[src/rtl/wr_seq_gen.sv]
// wr_seq_gen: write-sequence generator for an enable-gated downstream register.
// On an accepted start it emits `count` write strobes. Data starts at `base`
// and steps by `stride`, with `gap` idle cycles between writes. `hold` stalls
// the next write slot.
// Optional readback checker: define WR_SEQ_CHECK_EN to add i_q / o_mismatch.
//
// The state register holds the phase of the cycle currently visible on the
// outputs. All outputs are registered alongside it. A "write slot" is decided
// at the edge that enters a WRITE cycle, so hold is sampled at that edge.
module wr_seq_gen #(
    parameter int WIDTH = 32,
    parameter int CNT_W = 16,
    parameter int GAP_W = 8
) (
    input  logic             i_clk,
    input  logic             i_rst_n,
    input  logic             i_start,
    input  logic [WIDTH-1:0] i_base,
    input  logic [WIDTH-1:0] i_stride,
    input  logic [CNT_W-1:0] i_count,
    input  logic [GAP_W-1:0] i_gap,
    input  logic             i_hold,
`ifdef WR_SEQ_CHECK_EN
    input  logic [WIDTH-1:0] i_q,
    output logic             o_mismatch,
`endif
    output logic             o_en,
    output logic [WIDTH-1:0] o_d,
    output logic             o_busy,
    output logic             o_done
);

    typedef enum logic [1:0] {S_IDLE, S_WRITE, S_GAP, S_DONE} state_t;

    state_t           r_state, w_state_nxt;
    logic             r_en, w_en_nxt;
    logic [WIDTH-1:0] r_d, w_d_nxt;
    logic             r_busy, w_busy_nxt;
    logic             r_done, w_done_nxt;
    logic [WIDTH-1:0] r_cur, w_cur_nxt;
    logic [WIDTH-1:0] r_stride, w_stride_nxt;
    logic [CNT_W-1:0] r_rem, w_rem_nxt;
    logic [GAP_W-1:0] r_gap, w_gap_nxt;
    logic [GAP_W-1:0] r_gcnt, w_gcnt_nxt;

    // Write-slot request and its operands. In IDLE the operands come straight
    // from the inputs, so the first write lands in the first busy cycle.
    logic             w_slot;
    logic [WIDTH-1:0] w_slot_cur;
    logic [WIDTH-1:0] w_slot_stride;
    logic [CNT_W-1:0] w_slot_rem;

    // State and output registers; reset aborts any burst with no done pulse
    always_ff @(posedge i_clk or negedge i_rst_n) begin
        if (!i_rst_n) begin
            r_state  <= S_IDLE;
            r_en     <= 1'b0;
            r_d      <= '0;
            r_busy   <= 1'b0;
            r_done   <= 1'b0;
            r_cur    <= '0;
            r_stride <= '0;
            r_rem    <= '0;
            r_gap    <= '0;
            r_gcnt   <= '0;
        end else begin
            r_state  <= w_state_nxt;
            r_en     <= w_en_nxt;
            r_d      <= w_d_nxt;
            r_busy   <= w_busy_nxt;
            r_done   <= w_done_nxt;
            r_cur    <= w_cur_nxt;
            r_stride <= w_stride_nxt;
            r_rem    <= w_rem_nxt;
            r_gap    <= w_gap_nxt;
            r_gcnt   <= w_gcnt_nxt;
        end
    end

    // Next-state and next-output logic; r_rem counts writes still to issue
    always_comb begin
        w_state_nxt   = r_state;
        w_en_nxt      = 1'b0;
        w_d_nxt       = r_d;
        w_busy_nxt    = r_busy;
        w_done_nxt    = 1'b0;
        w_cur_nxt     = r_cur;
        w_stride_nxt  = r_stride;
        w_rem_nxt     = r_rem;
        w_gap_nxt     = r_gap;
        w_gcnt_nxt    = r_gcnt;
        w_slot        = 1'b0;
        w_slot_cur    = r_cur;
        w_slot_stride = r_stride;
        w_slot_rem    = r_rem;

        case (r_state)
            S_IDLE: begin
                w_busy_nxt = 1'b0;
                if (i_start) begin
                    w_busy_nxt   = 1'b1;
                    w_stride_nxt = i_stride;
                    w_gap_nxt    = i_gap;
                    w_cur_nxt    = i_base;
                    w_rem_nxt    = i_count;
                    if (i_count == '0) begin
                        w_state_nxt = S_DONE;
                        w_done_nxt  = 1'b1;
                    end else begin
                        w_slot        = 1'b1;
                        w_slot_cur    = i_base;
                        w_slot_stride = i_stride;
                        w_slot_rem    = i_count;
                    end
                end
            end
            S_WRITE: begin
                // r_en low here means the slot was held; retry it
                if (!r_en) begin
                    w_slot = 1'b1;
                end else if (r_rem == '0) begin
                    w_state_nxt = S_DONE;
                    w_done_nxt  = 1'b1;
                end else if (r_gap != '0) begin
                    w_state_nxt = S_GAP;
                    w_gcnt_nxt  = r_gap;
                end else begin
                    w_slot = 1'b1;
                end
            end
            S_GAP: begin
                if (r_gcnt == GAP_W'(1)) w_slot = 1'b1;
                else                     w_gcnt_nxt = r_gcnt - GAP_W'(1);
            end
            S_DONE: begin
                w_state_nxt = S_IDLE;
                w_busy_nxt  = 1'b0;
            end
            default: w_state_nxt = S_IDLE;
        endcase

        if (w_slot) begin
            w_state_nxt = S_WRITE;
            if (!i_hold) begin
                w_en_nxt  = 1'b1;
                w_d_nxt   = w_slot_cur;
                w_cur_nxt = w_slot_cur + w_slot_stride;
                w_rem_nxt = w_slot_rem - CNT_W'(1);
            end
        end
    end

    assign o_en   = r_en;
    assign o_d    = r_d;
    assign o_busy = r_busy;
    assign o_done = r_done;

`ifdef WR_SEQ_CHECK_EN
    logic [WIDTH-1:0] r_shadow;
    logic             r_armed;
    logic             r_mismatch;
    logic             w_start_acc;

    assign w_start_acc = (r_state == S_IDLE) && i_start;

    // Shadow follows what the downstream register should hold. Compare once a
    // write has landed in the current burst; the flag is sticky until start.
    always_ff @(posedge i_clk or negedge i_rst_n) begin
        if (!i_rst_n) begin
            r_shadow   <= '0;
            r_armed    <= 1'b0;
            r_mismatch <= 1'b0;
        end else begin
            if (r_en) r_shadow <= r_d;
            if (w_start_acc) begin
                r_armed    <= 1'b0;
                r_mismatch <= 1'b0;
            end else begin
                if (r_en) r_armed <= 1'b1;
                if (r_armed && (i_q != r_shadow)) r_mismatch <= 1'b1;
            end
        end
    end

    assign o_mismatch = r_mismatch;
`endif

endmodule
[config.mk]
export PLATFORM = sky130hd
export DESIGN_NAME = wr_seq_gen
export DESIGN_NICKNAME = d
export VERILOG_FILES = /design/src/rtl/wr_seq_gen.sv
export SDC_FILE = /design/constraint.sdc
export NUM_CORES = 1
export LEC_CHECK = 0
export ABC_AREA = 1
export CAP_MARGIN = 10
export CORE_ASPECT_RATIO = 0.8
export CORE_UTILIZATION = 40
export CTS_CLUSTER_DIAMETER = 40
export CTS_CLUSTER_SIZE = 30
export DETAILED_ROUTE_END_ITERATION = 7
export DONT_BUFFER_PORTS = 1
export GPL_ROUTABILITY_DRIVEN = 0
export HOLD_SLACK_MARGIN = 0.03
export PLACE_DENSITY_LB_ADDON = 0.12
export SLEW_MARGIN = 25
export SYNTH_ARGS = -nofsm -noshare
export SYNTH_HDL_FRONTEND = slang
export SYNTH_SLANG_ARGS = --single-unit
[constraint.sdc]
create_clock -name i_clk -period 9 [get_ports i_clk]
set_input_delay 1.8 -clock i_clk [delete_from_list [all_inputs] [get_ports i_clk]]
set_output_delay 1.8 -clock i_clk [all_outputs]
set_load 0.02 [all_outputs]
=== Word-level counts from Yosys, hierarchy flattened ===
Cells that the tools add are included.

* Flip-flop bits (word level): 133
* Output and inout bits: 35
* Input port bits: 92
* Logic and storage cells: 82

* Mux-type cells: 45
* Eq/ne operators: 12
* Add/subtract/negate cells: 3
* Bitwise gates (word level): 1
* Reduce and logical (&&, ||, !) cells: 11

{| class="wikitable"
|+ Operators with widths
! operator !! number
|-
| $mux W32 || 10
|-
| $mux W16 || 7
|-
| $add A32 B32 Y32 || 1
|-
| $logic_not A16 Y1 || 2
|-
| $mux W8 || 4
|-
| $pmux W8 S2 || 1
|-
| $sub A16 B1 Y16 const B || 1
|-
| $mux W1 || 13
|-
| $mux W2 || 6
|-
| $reduce_and A5 Y1 || 2
|-
| $ne A3 B3 Y1 const B || 3
|-
| $eq A8 B1 Y1 const B || 1
|-
| $ne A2 B2 Y1 const B || 4
|-
| $reduce_bool A8 Y1 || 1
|-
| $sub A8 B1 Y8 const B || 1
|-
| $pmux W2 S3 || 1
|-
| $eq A2 B2 Y1 const B || 2
|-
| $ne A4 B4 Y1 const B || 1
|-
| $pmux W1 S2 || 2
|-
| $reduce_and A2 Y1 || 2
|-
| $reduce_bool A2 Y1 || 2
|-
| $reduce_bool A4 Y1 || 1
|-
| $pmux W1 S3 || 1
|-
| $eq A2 B1 Y1 const B || 1
|-
| 2 further kinds || 2
|}

=== Depth between registers and ports, before layout ===
Gate-level depths: netlist of the first run.

* Word-level depth: 7
* Mapped depth: 28
* Mapped depth without buffers: 25

=== Worst setup path after synthesis of the first run ===
Ideal clock, no wire load.

* Path type: input-to-reg
* From: input i_count[2]
* To: register r_cur[30]
* Path buffers: 4
* Slack: 3,940 ps
* Arrival: 4,939 ps
* Setup time: 121 ps
* Required time: 8,879 ps
* Cell stages on the path: 26
* Cell sequence: nor2_1 -> nand2_1 -> nor2_2 -> nand2_4 -> nand2_8 -> buf_6 -> buf_6 -> buf_2 -> clkbuf_1 -> nand2_1 -> o21ai_0 -> ha_1 -> inv_1 -> fa_1 -> o21ai_0 -> nand2_1 -> o211ai_1 -> nand4_1 -> nand2_1 -> nand2_1 -> nand2_2 -> nand2_1 -> nand3_1 -> nand2_1 -> nand3_1 -> nand2_1

* Word-level cells in the longest chain between the ends: 7
* Elaborated cells between the ends (all ways): 13
* Classes of those cells: 1 x add/sub; 11 x mux; 1 x reduce/logical

{| class="wikitable"
|+ RTL lines
! element !! line !! text
|-
| start: declaration || 20 || <nowiki>input logic [CNT_W-1:0] i_count,</nowiki>
|-
| $logic_not A16 Y1 (*) || 106 || <nowiki>if (i_count == '0) begin</nowiki>
|-
| $mux W32 || 106 ||
|-
| $mux W32 || 100 || <nowiki>if (i_start) begin</nowiki>
|-
| $mux W32 || 97 || <nowiki>case (r_state)</nowiki>
|-
| $add A32 B32 Y32 || 147 || <nowiki>w_cur_nxt = w_slot_cur + w_slot_stride;</nowiki>
|-
| $mux W32 || 144 || <nowiki>if (!i_hold) begin</nowiki>
|-
| $mux W32 (*) || 142 || <nowiki>if (w_slot) begin</nowiki>
|-
| named net w_cur_nxt[30] || 40 || <nowiki>logic [WIDTH-1:0] r_cur, w_cur_nxt;</nowiki>
|-
| end signal: assignment || 72 || <nowiki>r_cur <= w_cur_nxt;</nowiki>
|-
| end: declaration || 40 ||
|}

Mark *: on every way through the listed nets, which the timed path passes. The rest lies on a longest branch.
A chain may end at the register's enable or synchronous reset.

=== Final worst setup path of the first run ===
* From: input i_start
* To: register r_cur[30]

* Word-level cells in the longest chain between the ends: 5
* Elaborated cells between the ends (all ways): 11
* Classes of those cells: 1 x add/sub; 10 x mux

{| class="wikitable"
|+ RTL lines
! element !! line !! text
|-
| start: declaration || 17 || <nowiki>input logic i_start,</nowiki>
|-
| $mux W32 || 100 ||
|-
| $mux W32 || 97 ||
|-
| named net w_slot_cur[0] || 49 || <nowiki>logic [WIDTH-1:0] w_slot_cur;</nowiki>
|-
| $add A32 B32 Y32 || 147 ||
|-
| $mux W32 || 144 ||
|-
| $mux W32 || 142 ||
|-
| named net w_cur_nxt[30] || 40 ||
|}

The timed path passes the listed nets, and every way through them passes these cells.

==> results of run 1 <==
-- worst max-delay path: cells and delay by family --
| family | cells | cell delay, ps |
|---|---|---|
| buffers and inverters | 3 | 830 |
| AOI/OAI and AO/OA | 2 | 550 |
| and+or+nand+nor | 14 | 1860 |
| adders and majority gates | 2 | 610 |
-- report_power, final --
part | switching [mW] | internal [mW] | leakage (nW)
Sequential | 0 | 0.598 | 1.72
Combinational | 0.00739 | 0.00274 | 3.29
Clock | 0.294 | 0.438 | 0.287
-- metrics by stage --
step,power (mW),worst slack (ps),area [um^2],cells,hold WS [ps]
2_1_floorplan,0.616,3940,9340,1386,453
3_3_place_gp,0.619,3270,9490,1642,465
3_5_place_dp,0.619,3180,9490,1642,474
4_1_cts,1.36,3640,10100,1674,488
5_1_grt,1.38,3120,10100,1674,509
6_report,1.34,3640,10100,1674,485
-- metal layers --
metal / vias up / share of wire, % / wire length, um
li1: 4364 / - / -
met1: 3849 / 52 / 13400
met2: 187 / 42 / 10700
met3: 12 / 5.3 / 1350
met4: 0 / 0.74 / 189
met5: - / 0 / 0
-- worst paths after layout --
check                             startpoint           end
worst max-delay path                 i_start     r_cur[30]
worst min-delay path            r_stride[22]  r_stride[22]
worst max register to register    r_state[0]     r_cur[30]
worst min register to register  r_stride[22]  r_stride[22]
max in group asynchronous            i_rst_n  r_stride[28]
min in group asynchronous            i_rst_n     r_gcnt[4]
-- flip-flops by register name (all words and copies together) (netlist names) --
| signal | count |
|---|---|
| r_stride | 32 |
| r_cur | 32 |
| o_en | 1 |
| r_rem | 16 |
| o_busy | 1 |
| r_gap | 8 |
| r_state | 2 |
| o_done | 1 |
| r_gcnt | 8 |
| o_d | 32 |
-- cell usage after synthesis, types with 13 or more instances --
master	count	area [um^2]
a21oi_1	48	240
buf_2	18	90.1
clkbuf_1	27	101
dfrtp_1	133	3330
ha_1	37	463
inv_1	157	589
nand2_1	511	1920
nand3_1	53	265
nand4_1	21	131
nor2_1	64	240
o21ai_0	157	786
o21ai_1	13	65.1
xor2_1	18	158
-- cells by family after synthesis --
kind of cell | Yosys count | synth area share (%)
buffers and inverters | 223 | 9.70
xor gates and xnor gates | 26 | 2.44
muxes | 5 | 0.536
adders and majority gates | 38 | 5.17
DFF | 133 | 35.6
AOI/OAI and AO/OA | 259 | 15.0
and+or+nand+nor | 702 | 31.5
-- layout make-up --
cell class	count	area (um^2)	share of cell area, %
inverters	169	634	6.28
multi-input cells	1030	5110	50.6
clock inverters	14	179	1.77
clock buffers	18	429	4.25
flip-flops and latches	133	3330	33.0
repair buffers	4	30.0	0.297
well taps	306	383	3.79
-- placed cells by master, fill, tap and decap left out, types with 6 or more instances in the layout --
cell	synthesis	routed
o21ai_1	13	13
a31oi_1	6	6
dfrtp_1	133	133
inv_2	12	12
inv_1	157	157
nor2_1	64	64
nor2_2	7	7
a21oi_1	48	48
nand3_1	53	53
nor3_1	12	12
nand2_1	511	510
xnor2_1	8	8
o211ai_1	8	8
nand4_1	21	21
clkbuf_16	0	17
xor2_1	18	18
nand2_2	12	12
o21ai_0	157	157
ha_1	37	37
==> impl_metrics.py, run 1 <==
metrics = {
    "critical_path": {
        "critical_path_arrival_ps": 5680,
        "worstPathRequired_ps": 9320,
        "cp_cell_sequence": "nand2_4 > inv_2 > nand2_8 > inv_2 > nand2_1 > nand2_1 > ha_1 > inv_1 > fa_1 > o21ai_0 > nand2_1 > o211ai_1 > nand4_1 > nand2_1 > nand2_1 > nand2_2 > nand2_1 > nand3_1 > nand2_1 > nand3_1 > nand2_1",
        "crit_slowest_cell": "inv_2",
        "crit_top_cell": "nand2_1",
        "endpoint_kind": "flip-flop",
        "rrSetupSlack_ps": 4170,
        "worstSetupStartpointType": "primary input",
        "crit_type": "primary input to flip-flop",
        "critPathMaxFanout": 124,
        "slowest_delay_ps": 530,
        "r2r.worst_path.cells": 23,
    },
    "yosys": {
        "syn_area_per_cell_um2": 6.74,
        "syn_inst": 1386,
        "yosysWarnings": 0,
        "ys_types": 44,
        "ys_dominant_reg_cell": "dfrtp_1",
        "synth_seq_cells": 133,
        "ys_seq_area_share_pct": 35.6,
        "synth_edf_count": 0,
        "synth_nets": 1516,
        "async_flop_share_pct": 100,
        "syn-cell-area_mm2": 0.00934,
    },
    "clock_tree": {
        "cts_num_sinks": 133,
        "cts_resized": 0,
        "cts_root_buf": "clkbuf_16",
        "h-tree-depth": 4,
        "cts-buffers-inserted": 17,
        "clk_pin_slew_ps": 60,
        "cts_buffer_depth": 2,
        "cts_tree": "built",
        "cts_setup_buffers": 0,
        "cts.hold.buffers_added": 0,
        "worstSkewPairLatency_ps": 440,
    },
    "timing": {
        "slew_violations": 0,
        "finalCritPeriodShare_pct": 59.6,
        "finClkSkew_ps": 12.8,
        "grt_setup_unrepaired": "no",
        "fmax_ghz": 0.186,
        "timing.setup.tns_ps": 0,
        "min_period_ps": 5360,
        "worst_pin_slew_ps": 865,
        "hold_viol": 0,
        "slew_headroom_pct": 42.3,
        "finalSetupViolCount": 0,
    },
    "die": {
        "pin_count": 127,
        "fp.dieW_um": 173,
        "rows": 49,
        "dieHeight_um": 139,
        "dieArea_mm2": 0.0240,
        "start_util_pct": 41.2,
        "coreArea_mm2": 0.0227,
    },
    "grt": {
        "grt.busiest_layer": "met1",
        "met1_usage_pct": 33.2,
        "use_met2_pct": 33.2,
        "grt_usage_pct": 22.5,
        "grt_pass1_wl_mm": 42.9,
        "grt_use_met3_pct": 5.26,
        "grt_pass1_vias": 8190,
        "overflow": 0,
        "grt_start_max_net_pins": 134,
        "antenna_found_initial": 0,
    },
    "routing": {
        "dr_total_vias": 8412,
        "drt-vias-per-instance": 5.03,
        "totalWireLength_mm": 25.6,
        "ant_nets": 0,
        "drt_iter0_markers": 664,
        "wl_per_cell_um": 15.3,
        "drc": 0,
        "firstDrtPassIters": 5,
    },
    "cells_and_area": {
        "final_util_pct": 44.5,
        "drive_gt1_share_pct": 6.21,
        "fillers": 2422,
        "nets": 1485,
        "antenna_cells": 0,
        "syn_to_final_growth_pct": 8.11,
    },
    "job": {
        "drv_cap": 0,
    },
    "pwr": {
        "max-vdd-ir-drop_v": 0.0000894,
        "powerDensity_mw_per_mm2": 133,
        "leakagePower_nw": 5.30,
    },
    "placement": {
        "dp_hpwl_mm": 18.2,
        "port_buffers": 0,
    },
    "hold_path": {
        "hold_path_class": "flip-flop to flip-flop",
        "min_path_cells": 2,
    },
    "status": {
        "status": "finished clean",
    },
}
No activity file was read; power rests on OpenSTA's default activity.
==> inputs of run 2 (changes only) <==
- clock period: 9 -> 4.3 ns (I/O delays scaled with it)
==> run 2 against run 1 <==
Compared with the run above:
- cell area is 0.93% higher
- critical path type is now flip-flop to flip-flop
- clock-buffer cell count unchanged
- final cell count increased by 0.60%
- clock skew is 3.1 ps higher
- clock power increased by 110%
==> impl_metrics.py, run 2 (synthesis gave the netlist of run 1 again) <==
metrics = {
    "status": {
        "status": "finished clean",
    },
    "die": {
        "dieHeight_um": 139,
        "start_util_pct": 41.2,
        "rows": 49,
        "pin_count": 127,
        "coreArea_mm2": 0.0227,
        "dieArea_mm2": 0.0240,
        "fp.dieW_um": 173,
    },
    "cells_and_area": {
        "fin_area_mm2": 0.0102,
        "final_common_cell": "nand2_1",
        "drive_gt1_share_pct": 6.97,
        "layout_common_cells": "nand2_1, inv_1, o21ai_0, dfrtp_1, nor2_1",
        "fillers": 2374,
        "syn_to_final_growth_pct": 9.11,
        "final_util_pct": 44.9,
        "antenna_cells": 0,
        "fin_cells": 1684,
        "nets": 1495,
    },
    "routing": {
        "totalWireLength_mm": 25.7,
        "dr_total_vias": 8499,
        "drc": 0,
        "firstDrtPassIters": 5,
        "wl_per_cell_um": 15.3,
        "drt_iter0_markers": 659,
        "drt-vias-per-instance": 5.05,
        "ant_nets": 0,
    },
    "placement": {
        "dp_cells": 1652,
        "place_area_mm2": 0.00957,
        "dp_hpwl_mm": 18.5,
        "port_buffers": 0,
    },
    "clock_tree": {
        "cts_tree": "built",
        "clk_pin_slew_ps": 60,
        "cts.hold.buffers_added": 0,
        "h-tree-depth": 4,
        "worstSkewPairLatency_ps": 430,
        "cts_resized": 0,
        "cts_root_buf": "clkbuf_16",
        "cts_setup_buffers": 0,
        "cts-buffers-inserted": 17,
        "cts_buffer_depth": 2,
        "cts_num_sinks": 133,
    },
    "timing": {
        "hold_viol": 0,
        "finClkSkew_ps": 15.9,
        "finalCritPeriodShare_pct": 87.2,
        "timing.setup.tns_ps": 0,
        "finalSetupViolCount": 0,
        "worst_pin_slew_ps": 996,
        "slew_violations": 0,
        "min_period_ps": 3750,
        "grt_setup_unrepaired": "no",
        "fmax_ghz": 0.267,
        "slew_headroom_pct": 33.6,
    },
    "critical_path": {
        "worstPathRequired_ps": 4600,
        "slowest_delay_ps": 430,
        "crit_type": "flip-flop to flip-flop",
        "worstSetupStartpointType": "flip-flop",
        "rrSetupSlack_ps": 550,
        "critPathMaxFanout": 28,
        "worstReg2RegStart": "r_state[1]",
        "cp_cell_sequence": "inv_1 > ha_1 > nand2_4 > inv_2 > nand2_8 > inv_2 > nand2_1 > nand2_1 > ha_1 > inv_1 > fa_1 > o21ai_0 > nand2_1 > o211ai_1 > nand4_1 > nand2_1 > nand2_1 > nand2_2 > nand2_1 > nand2_1 > nand2_1 > nand2_1 > o21ai_1",
        "crit_top_cell": "nand2_1",
        "critical_path_arrival_ps": 4050,
        "cp_num_buf_inv": 4,
        "rr_endpoint": "r_cur[18]",
        "crit_slowest_cell": "dfrtp_1",
        "endpoint_kind": "flip-flop",
        "path_delay_family": "simple AND/OR/NAND/NOR gates",
        "r2r.worst_path.cells": 23,
    },
    "grt": {
        "grt_usage_pct": 21.9,
        "grt_start_max_net_pins": 134,
        "grt_pass1_wl_mm": 41.7,
        "antenna_found_initial": 0,
        "grt_pass1_vias": 7763,
        "overflow": 0,
    },
    "pwr": {
        "max-vdd-ir-drop_v": 0.000236,
        "powerDensity_mw_per_mm2": 276,
        "leakagePower_nw": 5.36,
        "p_total_mw": 2.82,
    },
    "job": {
        "drv_cap": 0,
    },
    "hold_path": {
        "hold_path_class": "primary input to asynchronous set/reset pin",
    },
}
## run 2: worst max-delay path by stage
stage / startpoint / endpoint / slack [ps] / cells after the start
6_report: r_state[1] / r_cur[18] / 550 / 23
5_1_grt: r_state[0] / r_cur[18] / 160 / 23
4_1_cts: r_state[1] / r_cur[28] / 560 / 22
3_5_place_dp: i_count[13] / r_cur[26] / 240 / 16
3_3_place_gp: i_count[13] / r_cur[27] / 220 / 15
2_1_floorplan: i_count[2] / r_cur[30] / 180 / 26
## run 2: cell type report
| class | count | area, um^2 | share of cell area, % |
|---|---|---|---|
| Sequential cell | 133 | 3330 | 32.7 |
| Multi-Input combinational cell | 1030 | 5110 | 50.2 |
| Tap cell | 306 | 383 | 3.76 |
| Clock buffer | 18 | 439 | 4.31 |
| Clock inverter | 14 | 175 | 1.72 |
| Inverter | 169 | 634 | 6.23 |
| Timing Repair Buffer | 14 | 118 | 1.15 |
## run 2: report_power, final
part | internal (mW) | switching (mW)
logic | 0.00573 | 0.0150
registers | 1.25 | 0
clock network | 0.933 | 0.611
total | 2.19 | 0.626
## run 2: layer usage
metal | global-route usage, % | part of all wire [%]
met2 | 31.2 | 41
met4 | 4.80 | 0.90
met1 | 33.2 | 52
met3 | 5.13 | 5.4
met5 | 0 | 0
## run 2: stage by stage
stage	hold slack, ps	setup WS (ps)
after floorplan	453	180
after global placement	466	223
after detailed placement	474	236
after CTS	107	561
after global routing	96.1	158
final	121	552
